<file path="config.mk">
export PLATFORM = sky130hd
export DESIGN_NAME = sha_msg_padder
export DESIGN_NICKNAME = d
export VERILOG_FILES = /design/src/rtl/sha_pad_pkg.sv /design/src/rtl/sha_out_slice.sv /design/src/rtl/sha_msg_padder.sv
export SDC_FILE = /design/constraint.sdc
export NUM_CORES = 1
export LEC_CHECK = 0
export ABC_AREA = 1
export CAP_MARGIN = 20
export CORE_MARGIN = 3
export CORE_UTILIZATION = 37
export DETAILED_ROUTE_END_ITERATION = 10
export PLACE_DENSITY = 0.62
export SETUP_SLACK_MARGIN = 0.15
export SYNTH_ARGS = -nofsm -noshare
export SYNTH_HDL_FRONTEND = slang
export SYNTH_SLANG_ARGS = --single-unit
</file>
<file path="constraint.sdc">
create_clock -name clk -period 2.4 [get_ports clk]
set_clock_uncertainty 0.2 [all_clocks]
set_input_delay 0.48 -clock clk [delete_from_list [all_inputs] [get_ports clk]]
set_output_delay 0.48 -clock clk [all_outputs]
set_load 0.02 [all_outputs]
</file>
<file path="src/rtl/sha_pad_pkg.sv">
// Shared types and helpers for the SHA message padder.
// The state enum, block geometry constants and the last-beat pad merge function.
package sha_pad_pkg;

  typedef enum logic [2:0] {
    ST_DATA,
    ST_PAD,
    ST_ZERO,
    ST_LEN_HI,
    ST_LEN_LO
  } pad_state_t;

  localparam int          BLK_WORDS  = 16;
  localparam logic [3:0]  LEN_HI_IDX = 4'd14;
  localparam logic [3:0]  LEN_LO_IDX = 4'd15;
  localparam logic [7:0]  PAD_BYTE   = 8'h80;

  // Operates on a 64-bit MS-justified word so one helper serves both word widths.
  function automatic logic [63:0] pad_merge(input logic [63:0] data, input logic [3:0] nbytes);
    logic [63:0] keep;
    logic [63:0] marker;
    keep   = ~(64'hFFFF_FFFF_FFFF_FFFF >> {nbytes, 3'b000});
    marker = (nbytes >= 4'd8) ? 64'd0 : ({PAD_BYTE, 56'd0} >> {nbytes, 3'b000});
    return (data & keep) | marker;
  endfunction

endpackage

</file>
<file path="src/rtl/sha_out_slice.sv">
// Single valid/ready register stage; one cycle latency, full throughput.
// Accepts a new word when empty or when the held word is taken; holds it stable while stalled.
module sha_out_slice #(
  parameter int DAT_W = 37
) (
  input  logic             clk,
  input  logic             reset,
  input  logic             clr,
  input  logic             in_vld,
  output logic             in_rdy,
  input  logic [DAT_W-1:0] in_dat,
  output logic             out_vld,
  input  logic             out_rdy,
  output logic [DAT_W-1:0] out_dat
);

  assign in_rdy = !out_vld || out_rdy;

  always_ff @(posedge clk or negedge reset) begin
    if (!reset) begin
      out_vld <= 1'b0;
      out_dat <= '0;
    end else if (clr) begin
      out_vld <= 1'b0;
    end else if (in_rdy) begin
      out_vld <= in_vld;
      if (in_vld) out_dat <= in_dat;
    end
  end

endmodule

</file>
<file path="src/rtl/sha_msg_padder.sv">
// Packs a big-endian message stream into 16-word SHA blocks with hardware padding; 1-cycle latency.
// Input is stalled outside DATA and whenever the output slice is full and not being drained.
module sha_msg_padder
  import sha_pad_pkg::*;
#(
  parameter int WORD_W = 32,
  parameter int LEN_W  = 2 * WORD_W,
  localparam int NB      = WORD_W / 8,
  localparam int BYTES_W = $clog2(NB) + 1
) (
  input  logic               clk,
  input  logic               reset,
  input  logic               clr,
  input  logic               msg_valid,
  output logic               msg_ready,
  input  logic [WORD_W-1:0]  msg_data,
  input  logic               msg_last,
  input  logic [BYTES_W-1:0] msg_bytes,
  output logic               blk_valid,
  input  logic               blk_ready,
  output logic [WORD_W-1:0]  blk_data,
  output logic [3:0]         blk_idx,
  output logic               blk_final
);

  localparam int         CNT_W    = LEN_W - 3;
  localparam logic [3:0] FIT_IDX  = LEN_HI_IDX - 4'd1;
  localparam logic [3:0] LAST_IDX = 4'(BLK_WORDS - 1);

  pad_state_t        state_q;
  logic [3:0]        idx_q;
  logic [CNT_W-1:0]  cnt_q;
  logic              extra_q, fin_q, run_q;

  logic              ld_vld, ld_rdy, ld_final, load, last_part;
  logic [WORD_W-1:0] ld_dat;
  logic [63:0]       din64, merged64;
  logic [CNT_W-1:0]  cnt_add;
  logic [2*WORD_W-1:0] len_bits;
  pad_state_t        rule_state;
  logic              rule_extra, rule_fin;

  assign last_part = msg_last && (msg_bytes < BYTES_W'(NB));
  assign din64     = 64'(msg_data) << (64 - WORD_W);
  assign merged64  = pad_merge(din64, 4'(msg_bytes));
  assign cnt_add   = last_part ? CNT_W'(msg_bytes) : CNT_W'(NB);
  assign len_bits  = (2*WORD_W)'({cnt_q, 3'b000});

  assign msg_ready = run_q && (state_q == ST_DATA) && ld_rdy;
  assign load      = ld_vld && ld_rdy && !clr;

  // Where to go once the 0x80 word lands at idx_q; fin marks whether following words sit in the last block.
  always_comb begin
    rule_state = ST_ZERO;
    rule_extra = 1'b0;
    rule_fin   = 1'b1;
    if (idx_q == FIT_IDX) begin
      rule_state = ST_LEN_HI;
    end else if (idx_q == LEN_HI_IDX) begin
      rule_extra = 1'b1;
      rule_fin   = 1'b0;
    end
  end

  always_comb begin
    ld_vld   = 1'b0;
    ld_dat   = '0;
    ld_final = fin_q;
    case (state_q)
      ST_DATA: begin
        ld_vld   = run_q && msg_valid;
        ld_dat   = last_part ? WORD_W'(merged64 >> (64 - WORD_W)) : msg_data;
        ld_final = msg_last && (last_part ? (idx_q <= FIT_IDX) : (idx_q < FIT_IDX));
      end
      ST_PAD: begin
        ld_vld   = 1'b1;
        ld_dat   = {PAD_BYTE, {(WORD_W-8){1'b0}}};
        ld_final = (idx_q <= FIT_IDX);
      end
      ST_ZERO:   ld_vld = 1'b1;
      ST_LEN_HI: begin
        ld_vld = 1'b1;
        ld_dat = len_bits[2*WORD_W-1 -: WORD_W];
      end
      ST_LEN_LO: begin
        ld_vld = 1'b1;
        ld_dat = len_bits[WORD_W-1:0];
      end
      default: ld_vld = 1'b0;
    endcase
  end

  always_ff @(posedge clk or negedge reset) begin
    if (!reset) begin
      state_q <= ST_DATA;
      idx_q   <= '0;
      cnt_q   <= '0;
      extra_q <= 1'b0;
      fin_q   <= 1'b0;
      run_q   <= 1'b0;
    end else begin
      run_q <= 1'b1;
      if (clr) begin
        state_q <= ST_DATA;
        idx_q   <= '0;
        cnt_q   <= '0;
        extra_q <= 1'b0;
        fin_q   <= 1'b0;
      end else if (load) begin
        idx_q <= idx_q + 4'd1;
        case (state_q)
          ST_DATA: begin
            cnt_q <= cnt_q + cnt_add;
            if (last_part) begin
              state_q <= rule_state;
              extra_q <= rule_extra;
              fin_q   <= rule_fin;
            end else if (msg_last) begin
              state_q <= ST_PAD;
            end
          end
          ST_PAD: begin
            state_q <= rule_state;
            extra_q <= rule_extra;
            fin_q   <= rule_fin;
          end
          ST_ZERO: begin
            // Wrapping into a fresh block: the length always follows in this one.
            if (idx_q == LAST_IDX) begin
              extra_q <= 1'b0;
              fin_q   <= 1'b1;
            end
            if (!extra_q && idx_q == FIT_IDX) state_q <= ST_LEN_HI;
          end
          ST_LEN_HI: state_q <= ST_LEN_LO;
          ST_LEN_LO: begin
            state_q <= ST_DATA;
            cnt_q   <= '0;
            fin_q   <= 1'b0;
          end
          default: state_q <= ST_DATA;
        endcase
      end
    end
  end

  sha_out_slice #(.DAT_W(WORD_W + 5)) u_slice (
    .clk     (clk),
    .reset   (reset),
    .clr     (clr),
    .in_vld  (ld_vld && !clr),
    .in_rdy  (ld_rdy),
    .in_dat  ({ld_dat, idx_q, ld_final}),
    .out_vld (blk_valid),
    .out_rdy (blk_ready),
    .out_dat ({blk_data, blk_idx, blk_final})
  );

endmodule
</file>
**After elaboration in Yosys (flattened, before gate mapping)**

Cells that the tools add are included.

- Bits in registers: 109
- Bits in latches: 0
- Bits in writable memories: 0
- Memory bits (read-only): 0
- Word-level logic and storage cells: 89
- Memories: 0

- Add/sub/neg operators: 2
- Multipliers: 0
- Div/mod/pow operators: 0
- $lt $le $gt $ge: 3
- Equality and inequality tests: 11
- Shift-type cells: 2
- Multiplexer cells: 34
- Bitwise gates (word level): 4
- Reductions and logical operators: 25

Operators by type and width:

| cell | number |
|---|---|
| $pmux 32 s4 | 1 |
| $shr 64x6->64 const A | 2 |
| $mux 61 | 2 |
| $pmux 61 s2 | 1 |
| $and 64x64->64 | 1 |
| $not 64->64 | 1 |
| $or 64x64->64 | 1 |
| $add 61x3->61 | 1 |
| $mux 32 | 1 |
| $mux 3 | 6 |
| $mux 1 | 16 |
| $eq 4x4->1 const B | 3 |
| $pmux 3 s4 | 1 |
| $logic_and 1x1->1 | 9 |
| $ne 3x3->1 const B | 3 |
| $mux 4 | 2 |
| $reduce_and 4->1 | 2 |
| $eq 3x2->1 const B | 2 |
| $reduce_and 3->1 | 2 |
| $reduce_bool 5->1 | 1 |
| $add 4x1->4 const B | 1 |
| $le 4x4->1 const B | 1 |
| $lt 4x4->1 const B | 1 |
| $ne 4x4->1 const B | 1 |
| 15 further kinds | 19 |

**Logic depth before layout (Yosys ltp)**

Gate-level depths: netlist (run 1).

- Word-level depth: 7
- Mapped depth: 17

**Cells and area by module**

A second synthesis (run 1) with hierarchy kept.

- Cells, all modules: 1027
- Area total of the unflattened synthesis: 7093.1 um^2

Modules (own cells, without submodules):

| module | times used | cells an instance | area each (um^2) |
|---|---|---|---|
| sha_msg_padder | 1 | 861 | 5382.7 |
| sha_out_slice | 1 | 166 | 1710.4 |

**Worst setup path after synthesis (run 1)**

OpenSTA, ideal clock, no wires.

- Path type: input to register
- Start: input msg_last
- End: register cnt_q[40]
- Setup time: 0.121 ns
- Arrival time: 2.257 ns
- Data required time: 2.079 ns
- Slack: -0.179 ns
- Stages on the path: 15
- Cells stage by stage: inv_1 nor2_1 inv_1 nor2_1 ha_1 fa_1 nand2_1 nand2_1 nand3_1 nor2_1 nand2_1 nor2_1 nand3_1 nand2_1 nor2_1

- Word-level cells in the longest chain between the ends: 6

RTL lines:

| element | line | RTL |
|---|---|---|
| start: declaration | sha_msg_padder.sv:17 | `input logic msg_last,` |
| $logic_and 1x1->1 | sha_msg_padder.sv:43 | `assign last_part = msg_last && (msg_bytes < BYTES_W'(NB));` |
| $mux 3 | sha_msg_padder.sv:46 | `assign cnt_add = last_part ? CNT_W'(msg_bytes) : CNT_W'(NB);` |
| $add 61x3->61 | sha_msg_padder.sv:113 | `cnt_q <= cnt_q + cnt_add;` |
| $pmux 61 s2 | sha_msg_padder.sv:111 | `case (state_q)` |
| $mux 61 | sha_msg_padder.sv:109 | `end else if (load) begin` |
| $mux 61 | sha_msg_padder.sv:103 | `if (clr) begin` |
| end signal: assignment | sha_msg_padder.sv:113 |  |
| end: declaration | sha_msg_padder.sv:32 | `logic [CNT_W-1:0] cnt_q;` |

Every way passes these cells. The select of a mux whose other input is x is not followed.
A chain may end at the register's enable or synchronous reset.

**Worst setup path after layout (run 1)**

- Start: input msg_bytes[2]
- End: register cnt_q[51]

- Word-level cells in the longest chain between the ends: 7

RTL lines:

| element | line | RTL |
|---|---|---|
| start: declaration | sha_msg_padder.sv:18 | `input logic [BYTES_W-1:0] msg_bytes,` |
| $lt 3x3->1 | sha_msg_padder.sv:43 |  |
| $logic_and 1x1->1 | sha_msg_padder.sv:43 |  |
| $mux 3 * | sha_msg_padder.sv:46 |  |
| $add 61x3->61 * | sha_msg_padder.sv:113 |  |
| $pmux 61 s2 * | sha_msg_padder.sv:111 |  |
| $mux 61 * | sha_msg_padder.sv:109 |  |
| $mux 61 * | sha_msg_padder.sv:103 |  |

Every way passes the cells marked *; elsewhere a longest branch is shown, timed or not. The select of a mux whose other input is x is not followed.

==> results.yml, run 1 <==
outcome:
  status: "complete, no violations"
setup_path:
  cp_max_fo: 3
  cp-end-kind: "register"
  cp_data_arrival_time_ns: 2.31
  crit_path_start_kind: "primary input"
  r2r_slack_ns: 0.25
  r2r_end: "cnt_q[59]$_DFFE_PN0P_"
  ff2ff_path_depth: 7
  crit_path_top_delay_cell: "ha_4"
  max_stage_delay_ns: 0.26
  required_ns: 2.49
  crit_cells: 16
  crit_type: "primary input to register"
  crit_family: "simple AND/OR/NAND/NOR gates"
  timing.rr.start: "cnt_q[19]$_DFFE_PN0P_"
  cp_cell_sequence: "buf_2, nor2_4, inv_4, buf_4, buf_6, ha_4, a21oi_4, nand2_2, nand2_2, nor2_4, buf_6, buf_4, nand4_1, o21bai_1, nand2_1, nor2_1"
  cp_num_buf_inv: 6
grt:
  grt_pass1_wl_um: 36100
  grt_pass1_vias: 6487
  grt_max_degree: 57
  antenna_found_initial: 0
  grt_usage_pct: 23.4
  grt.overflow.total: 0
synthesis:
  synth-xor-area-share_pct: 1.05
  synthesis.nets: 1030
  synth_flop_cell: "dfrtp_1"
  synthMuxAreaShare_pct: 0
  synth_cells: 980
  synth-simple-area-share_pct: 36.6
  synth_area_leader_cell: "dfrtp_1"
  synth_area_per_cell_um2: 6.80
  ys_ff_latch: 109
  synth_top_family_by_area: "simple AND/OR/NAND/NOR gates"
  synth_edf_count: 0
  netlist_area_um2: 6670
  synth_area_leaders: "dfrtp_1, nand2_1, nor2_1, nand3_1, inv_1"
  synth-compound-area-share_pct: 11.2
  synthAdderAreaFrac_pct: 1.80
  netlist.area_leader.share_pct: 40.9
  async_flop_share_pct: 100
  ys_seq_area_share_pct: 40.9
  synth_warnings: 0
  yosys.cell_types.count: 36
final_layout:
  area_growth_pct: 32.7
  n_antenna_cell: 0
  layout_commonest_cell: "nand2_1"
  fin_cells: 1341
  fin_util_pct: 50.6
  final_nets: 1161
  design_area_um2: 8840
  drive_above_1_share_pct: 14.7
  layout_common_cells: "nand2_1, nor2_1, dfrtp_1, inv_1, nand3_1"
clock_network:
  cts_max_level: 3
  tritoncts.num_buffers: 9
  cts_tree: "yes"
  clk-insertion-delay-late_ns: 0.36
  clkSinkCount: 109
  cts_root_buffer: "clkbuf_16"
  clk_pin_slew_ns: 0.07
  clk_path_buf_depth: 2
placed_design:
  post-place-ws_ns: -0.691
  portBuffers: 79
  hpwl_um: 17300
  place.gp.congestion: 0.942
  placed_cell_area_um2: 8130
  dpl.cell_count: 1311
routing:
  drt_wl_total_um: 23100
  first_pass_iters: 5
  drt-vias-per-instance: 5.22
  vias: 7002
  drtIter0Drc: 550
  final_antenna_net_count: 0
  drc: 0
  wl_per_cell_um: 17.2
sta:
  final-hold-violation-count: 0
  rsz0062_at_grt: "yes"
  max_freq_mhz: 451
  drv_slew: 0
  slew_headroom_pct: 50.6
  period_needed_ns: 2.22
  fin_crit_sh_pct: 92.3
  fin_ws_ns: 0.185
  worst_pin_slew_ns: 0.739
  setup_viol: 0
pwr:
  power_density_nw_per_um2: 812
  ir_drop_mv: 0.466
  leakagePower_uw: 0.00379
min_path:
  hold_start: "u_slice.out_dat[30]$_DFFE_PN0P_"
  worst_hold_path.endpoint: "u_slice.out_dat[30]$_DFFE_PN0P_"
  whs_path_depth: 2
  holdCritPathClass: "register to register"
die:
  die_w_um: 140
  io_pins: 80
  design.core.area_um2: 17500
  fp.dieArea_um2: 19700
  chipHeight_um: 140
  fp-row-count: 48
  start_util_pct: 38.1
flow_run:
  cap_violations: 0
[synth_stat cells (7+ instances only)]
cell / instances
o211ai_1: 7
nor2_1: 168
nor3_1: 17
ha_1: 8
o21ai_0: 36
nand2_1: 294
buf_2: 16
inv_1: 99
nand3_1: 83
dfrtp_1: 109
o221ai_1: 11
nand4_1: 15
a21oi_1: 46
o22ai_1: 8
o21ai_1: 10
[sequential cells by signal (all words and copies together), names as in the netlist]
name	cells
cnt_q	61
idx_q	4
u_slice.out_vld	1
fin_q	1
state_q	3
run_q	1
extra_q	1
u_slice.out_dat	37
[metrics by stage]
step                power (µW)  setup TNS (ns)  hold slack, ns
CTS                       7110               0           0.279
finish                    7180               0           0.275
global placement          5370          -32.66           0.255
floorplan                 4010               0         -0.0156
detailed placement        5380          -35.73           0.261
global route              7600               0           0.294
[layout make-up]
| class | instances | area (µm²) |
|---|---|---|
| multi-input cells | 738 | 3680 |
| fillers | 1742 | 8630 |
| inverters | 105 | 402 |
| clock buffers | 11 | 253 |
| repair buffers | 148 | 1410 |
| flip-flops and latches | 109 | 2730 |
| clock inverters | 5 | 81.3 |
| well taps | 225 | 282 |
[how the worst max path moves through the flow]
stage                      startpoint                     to  slack [ns]
2_1_floorplan            msg_bytes[2]  cnt_q[36]$_DFFE_PN0P_        0.12
3_3_place_gp                 msg_last  cnt_q[47]$_DFFE_PN0P_       -0.60
3_5_place_dp                 msg_last  cnt_q[47]$_DFFE_PN0P_       -0.69
4_1_cts        state_q[0]$_DFFE_PN0P_              msg_ready        0.13
5_1_grt                  msg_bytes[2]  cnt_q[24]$_DFFE_PN0P_        0.05
6_report                 msg_bytes[2]  cnt_q[51]$_DFFE_PN0P_        0.18
[tightest hold or removal path, stage by stage (launching register included)]
cell     delay (ns)
dfrtp_1        0.34
nand2_1        0.05
nand2_1        0.05
[layer usage]
| metal | wire length, µm | vias to the layer above | part of all wire, % | global-route usage (%) |
|---|---|---|---|---|
| met5 | 0 | - | 0 | 0 |
| met4 | 622 | 0 | 2.7 | 8.36 |
| met3 | 1570 | 36 | 6.8 | 4.10 |
| met2 | 10200 | 274 | 44 | 35.3 |
| met1 | 10700 | 3267 | 46 | 33.8 |
| li1 | - | 3425 | - | - |
[logic make-up after synthesis]
kind of cell | count (synthesis)
fa+ha+maj | 9
compound gates | 129
xor+xnor | 8
simple gates | 591
flops | 109
other cells | 1
buf+inv | 133
[power by group]
group / switching [µW] / leakage [µW] / total (µW) / internal, µW
combinational: 1910 / 0.00215 / 3150 / 1240
clock: 745 / 0.000162 / 1720 / 976
sequential: 182 / 0.00148 / 2310 / 2130
[timing repair]
item,in CTS,in global routing
hold endpoints to repair,29,0
setup endpoints to repair,68,54
gates resized for setup,47,42
setup buffers,7,6
hold buffers,1,0
pin swaps,19,22
No activity file was read; power rests on OpenSTA's default activity.
==> run 2, diff against run 1 <==
--- a/config.mk
+++ b/config.mk
@@ -11,6 +11,7 @@
 export CORE_UTILIZATION = 37
 export DETAILED_ROUTE_END_ITERATION = 10
 export PLACE_DENSITY = 0.62
+export REMOVE_ABC_BUFFERS = 1
 export SETUP_SLACK_MARGIN = 0.15
 export SYNTH_ARGS = -nofsm -noshare
 export SYNTH_HDL_FRONTEND = slang
==> run 2 against run 1 <==
Effect of this change:
- clock-buffer cell count stayed put
- clock power is 8% lower
- register-to-register slack better by 0.03 ns
- non-clock buffer count is 1 higher
- utilization decreased by 0.14 points
- wire length decreased by 1.8%
- critical path depth stayed put
- first-iteration DRC count increased by 20%
- worst hold slack improved by 0.0048 ns
- design area down 0.28%
- critical path type unchanged
==> results.yml, run 2 (synthesis results as in run 1) <==
die:
  start_util_pct: 38.1
  fp-row-count: 48
  chipHeight_um: 140
  fp.dieArea_um2: 19700
  die_w_um: 140
  design.core.area_um2: 17500
  io_pins: 80
pwr:
  power.internal_uw: 4240
  ir_drop_mv: 0.537
  switching_share_pct: 40.1
  p_seq_share_pct: 32.7
  leakagePower_uw: 0.00381
  comb_power_share_pct: 44.8
  pwr-share-clk_pct: 22.5
  power_density_nw_per_um2: 803
  p_sw_uw: 2840
  power_uw: 7080
clock_network:
  clk-insertion-delay-late_ns: 0.37
  clkSinkCount: 109
  clk_path_buf_depth: 2
  cts_root_buffer: "clkbuf_16"
  tritoncts.num_buffers: 9
  cts_tree: "yes"
  cts_max_level: 3
  clk_pin_slew_ns: 0.08
setup_path:
  r2r_end: "cnt_q[9]$_DFFE_PN0P_"
  crit_path_start_kind: "primary input"
  cp-end-kind: "register"
  cp_max_fo: 4
  crit_type: "primary input to register"
  ff2ff_path_depth: 9
  r2r_slack_ns: 0.28
  cp_data_arrival_time_ns: 2.28
  timing.rr.start: "state_q[1]$_DFFE_PN0P_"
  required_ns: 2.49
grt:
  grt_max_degree: 59
  antenna_found_initial: 0
  grt_pass1_wl_um: 36800
  grt_pass1_vias: 6843
  grt_usage_pct: 23.5
  grt.overflow.total: 0
final_layout:
  n_antenna_cell: 0
  area_growth_pct: 32.3
  layout_commonest_cell: "nand2_1"
  top_regs: "cnt_q (61), u_slice.out_dat (37), idx_q (4)"
  drive_above_1_share_pct: 14.3
  largest_reg_flops: 61
  n_fill_cell: 1801
  fin_cells: 1342
  final_nets: 1162
  largest-register: "cnt_q"
  layout_common_cells: "nand2_1, nor2_1, dfrtp_1, inv_1, clkdlybuf4s50_1"
routing:
  drt_wl_total_um: 22700
  wl_per_cell_um: 16.9
  vias: 6917
  drt-vias-per-instance: 5.15
  drtIter0Drc: 658
  drc: 0
  final_antenna_net_count: 0
  first_pass_iters: 6
sta:
  max_freq_mhz: 458
  worst_pin_slew_ns: 0.746
  fin_tns_setup_ns: 0
  fin_crit_sh_pct: 90.9
  rsz0062_at_grt: "yes"
  fin_ws_ns: 0.217
  period_needed_ns: 2.18
  drv_slew: 0
  slew_headroom_pct: 50.2
  setup_viol: 0
  final-hold-violation-count: 0
min_path:
  worst_hold_path.endpoint: "u_slice.out_dat[23]$_DFFE_PN0P_"
  hold_start: "u_slice.out_dat[23]$_DFFE_PN0P_"
  holdCritPathClass: "register to register"
  whs_path_depth: 2
placed_design:
  hpwl_um: 16700
  portBuffers: 79
  post-place-ws_ns: -0.836
  place.gp.congestion: 1.01
  dpl.cell_count: 1322
flow_run:
  cap_violations: 0
outcome:
  status: "complete, no violations"
## run 2: changes by cell type in the layout (fill, tap and decap cells not counted), moves of 2 or more
cell     delta
nand3_1     -2
nand2_1     +2
nor2_1      +2
nor3_1      +2
inv_4       +3
buf_4       +3
nand3_2     +2
nand2_4     +3
inv_2       -3
nor3_2      -2
nand2_2     -5
## run 2: how the worst max path moves through the flow
stage | from | endpoint
6_report | msg_bytes[2] | cnt_q[31]$_DFFE_PN0P_
4_1_cts | state_q[1]$_DFFE_PN0P_ | cnt_q[12]$_DFFE_PN0P_
5_1_grt | msg_last | cnt_q[52]$_DFFE_PN0P_
3_3_place_gp | msg_last | cnt_q[56]$_DFFE_PN0P_
3_5_place_dp | msg_last | cnt_q[56]$_DFFE_PN0P_
2_1_floorplan | state_q[1]$_DFFE_PN0P_ | cnt_q[18]$_DFFE_PN0P_
## run 2: area by class of cell
| type | count | area (µm²) | area share, % |
|---|---|---|---|
| Clock buffer | 11 | 243 | 2.75 |
| Clock inverter | 5 | 58.8 | 0.667 |
| Inverter | 105 | 404 | 4.58 |
| Multi-Input combinational cell | 738 | 3690 | 41.8 |
| Sequential cell | 109 | 2730 | 30.9 |
| Tap cell | 225 | 282 | 3.19 |
| Timing Repair Buffer | 149 | 1420 | 16.0 |
## run 2: worst max-delay path, stage by stage
cell,delay (ns)
buf_6,0.09
nor2_4,0.15
inv_4,0.07
buf_4,0.15
ha_4,0.28
nand3_4,0.09
nand2_4,0.08
nand2_4,0.06
nor2_4,0.21
buf_6,0.14
nand2_1,0.06
nor2_2,0.11
nand2_1,0.08
nand2_1,0.07
nand2_1,0.05
nor2_1,0.09
## run 2: metal layers
metal | GRT usage, % | vias to the layer above | wire (µm)
met1 | 33.4 | 3234 | 10400
met2 | 37.6 | 227 | 10400
met3 | 3.62 | 26 | 1440
li1 | - | 3430 | -
met5 | 0 | - | 0
met4 | 6.22 | 0 | 425
## run 2: power by group through the flow
stage / clock, µW / combinational [µW] / sequential, µW
after floorplan: 0 / 1220 / 2610
after global placement: 0 / 3070 / 2340
after CTS: 1620 / 3120 / 2310
after global routing: 1690 / 3470 / 2360
after detailed placement: 0 / 3080 / 2340
final: 1590 / 3170 / 2310
## run 2: metrics by stage
step / hold WS, ns / utilization [%] / instance area, µm²
floorplan: -0.0156 / - / 6500
global placement: 0.261 / 46.6 / 8150
detailed placement: 0.262 / 46.6 / 8150
CTS: 0.283 / 49.6 / 8660
global route: 0.310 / 50.5 / 8820
finish: 0.280 / 50.5 / 8820
## run 2: what timing repair did
| action | CTS | global route |
|---|---|---|
| pin swaps | 19 | 21 |
| hold buffers | 1 | 0 |
| setup buffers | 2 | 1 |
| endpoints found under the hold margin | 109 | 0 |
| setup endpoints to repair | 59 | 55 |
| resized for setup | 67 | 40 |
==> run 3, diff against run 2 <==
--- a/config.mk
+++ b/config.mk
@@ -10,6 +10,7 @@
 export CORE_MARGIN = 3
 export CORE_UTILIZATION = 37
 export DETAILED_ROUTE_END_ITERATION = 10
+export GPL_TIMING_DRIVEN = 0
 export PLACE_DENSITY = 0.62
 export REMOVE_ABC_BUFFERS = 1
 export SETUP_SLACK_MARGIN = 0.15
==> run 3 against run 2 <==
Effect of this change:
- total power grew 3.4%
- wire length grew 2.9%
- cell count shrank 1.4%
- worst hold slack lost 0.0060 ns
- via count grew 1.7%
- highest routed layer unchanged
- non-clock buffer count shrank 22
- clock-buffer cell count shrank 1
- combinational power grew 12%
- design area is essentially flat
- utilization is essentially flat
- register-to-register slack lost 0.09 ns
- sequential power is essentially flat
==> results.yml, run 3 (synthesis results as in run 1) <==
outcome:
  status: "complete, no violations"
clock_network:
  clkSinkCount: 109
  clk_pin_slew_ns: 0.08
  cts_tree: "yes"
  clk-insertion-delay-late_ns: 0.36
  cts_max_level: 3
  clk_path_buf_depth: 2
  cts_root_buffer: "clkbuf_16"
  tritoncts.num_buffers: 9
setup_path:
  crit_path_start_kind: "primary input"
  required_ns: 2.46
  r2r_slack_ns: 0.19
  r2r_end: "cnt_q[23]$_DFFE_PN0P_"
  max_stage_delay_ns: 0.25
  crit_path_top_delay_cell: "nor2_4"
  cp_cell_sequence: "buf_6, nor2_4, inv_4, nor2_4, ha_4, fa_2, nand2_2, nand2_4, nand3_4, nor2_4, nand2_2, inv_2, nand2_1, nor2_2, nand2_1, nand2_1, nor2_1"
  cp_max_fo: 6
  cp_data_arrival_time_ns: 2.29
  timing.rr.start: "state_q[1]$_DFFE_PN0P_"
  cp-end-kind: "register"
  ff2ff_path_depth: 11
  crit_type: "primary input to register"
final_layout:
  regArea_um2: 2730
  final_nets: 1143
  n_antenna_cell: 0
  layout_commonest_cell: "nand2_1"
  area_growth_pct: 32.3
  multi_input_area_um2: 3800
  drive_above_1_share_pct: 14.4
  largest_reg_flops: 61
  largest-register: "cnt_q"
  top_regs: "cnt_q (61), u_slice.out_dat (37), idx_q (4)"
  n_fill_cell: 1736
  layout_common_cells: "nand2_1, nor2_1, dfrtp_1, inv_1, clkdlybuf4s50_1"
  design_area_um2: 8820
min_path:
  hold_start: "u_slice.out_dat[22]$_DFFE_PN0P_"
  holdCritPathClass: "register to register"
  worst_hold_path.endpoint: "u_slice.out_dat[22]$_DFFE_PN0P_"
  whs_path_depth: 2
grt:
  grt_max_degree: 77
  grt_pass1_vias: 6598
  antenna_found_initial: 0
  grt.overflow.total: 0
  grt_pass1_wl_um: 36100
  grt_usage_pct: 23.2
placed_design:
  place.gp.congestion: 0.982
  hpwl_um: 15100
  portBuffers: 79
  placed_cell_area_um2: 7620
die:
  design.core.area_um2: 17500
  fp.dieArea_um2: 19700
  die_w_um: 140
  io_pins: 80
  fp-row-count: 48
  chipHeight_um: 140
  start_util_pct: 38.1
sta:
  max_freq_mhz: 447
  rsz0062_at_grt: "yes"
  period_needed_ns: 2.24
  drv_slew: 0
  worst_pin_slew_ns: 0.674
  hold_ws_ns: 0.274
  fin_crit_sh_pct: 93.3
  final-hold-violation-count: 0
  slew_headroom_pct: 54.9
  setup_viol: 0
pwr:
  power_density_nw_per_um2: 830
  p_seq_share_pct: 31.5
  leakagePower_uw: 0.00369
  pwr-share-clk_pct: 20.0
  power.internal_uw: 4230
  comb_power_share_pct: 48.5
  ir_drop_mv: 0.494
  switching_share_pct: 42.2
  p_sw_uw: 3090
routing:
  final_antenna_net_count: 0
  drt-vias-per-instance: 5.32
  drtIter0Drc: 595
  wl_per_cell_um: 17.6
  drc: 0
  vias: 7033
  first_pass_iters: 5
  drt_wl_total_um: 23300
flow_run:
  cap_violations: 0
-- run 3: through the flow --
stage | total power (µW) | utilization (%) | setup TNS [ns] | setup WS (ns) | std cells
floorplan | 3830 | - | -20.50 | -0.490 | 952
global placement | 4930 | 43.3 | -575.26 | -3.88 | 1256
detailed placement | 4980 | 43.6 | -129.48 | -1.85 | 1258
CTS | 6960 | 48.9 | 0 | 0.104 | 1307
global route | 7730 | 50.5 | 0 | 0.0431 | 1323
finish | 7320 | 50.5 | 0 | 0.162 | 1323
-- run 3: power by group through the flow --
| stage | Clock [µW] | Combinational [µW] | Sequential, µW |
|---|---|---|---|
| 3_3_place_gp | 0 | 2590 | 2340 |
| 2_1_floorplan | 0 | 1220 | 2610 |
| 4_1_cts | 1480 | 3170 | 2310 |
| 3_5_place_dp | 0 | 2640 | 2340 |
| 6_report | 1460 | 3550 | 2300 |
| 5_1_grt | 1550 | 3830 | 2350 |
-- run 3: metal layers --
| metal | GRT usage, % | wire [µm] |
|---|---|---|
| met1 | 33.0 | 10600 |
| met2 | 35.8 | 10500 |
| met3 | 3.99 | 1430 |
| met4 | 7.90 | 742 |
| met5 | 0 | 0 |
-- run 3: area by class of cell --
type	instances	area share, %
Timing Repair Buffer	127	14.4
Multi-Input combinational cell	741	43.2
Tap cell	225	3.19
Sequential cell	109	31.0
Inverter	105	5.09
Clock inverter	6	0.539
Clock buffer	10	2.60
-- run 3: worst max-delay path: cells and delay by family --
kind,cells,cell delay (ns)
adders and majority gates,2,0.34
buffers and inverters,3,0.27
and+or+nand+nor,12,1.20
-- run 3: repair_timing --
action | 4_1_cts | 5_1_grt
endpoints found under the hold margin | 33 | 0
endpoints found under the setup margin | 109 | 108
resized for setup | 120 | 37
hold buffers | 1 | 0
setup buffers | 30 | 14
cloned | 2 | 2
pin swaps | 27 | 22
-- run 3: worst max-delay path by stage --
stage | from | end | slack [ns] | cells past startpoint
6_report | msg_bytes[2] | cnt_q[36]$_DFFE_PN0P_ | 0.16 | 17
5_1_grt | msg_bytes[2] | cnt_q[60]$_DFFE_PN0P_ | 0.04 | 16
4_1_cts | state_q[2]$_DFFE_PN0P_ | u_slice.out_dat[13]$_DFFE_PN0P_ | 0.10 | 8
3_5_place_dp | state_q[1]$_DFFE_PN0P_ | cnt_q[42]$_DFFE_PN0P_ | -1.85 | 9
3_3_place_gp | reset | u_slice.out_dat[27]$_DFFE_PN0P_ | -3.88 | 1
2_1_floorplan | state_q[1]$_DFFE_PN0P_ | cnt_q[18]$_DFFE_PN0P_ | -0.49 | 8
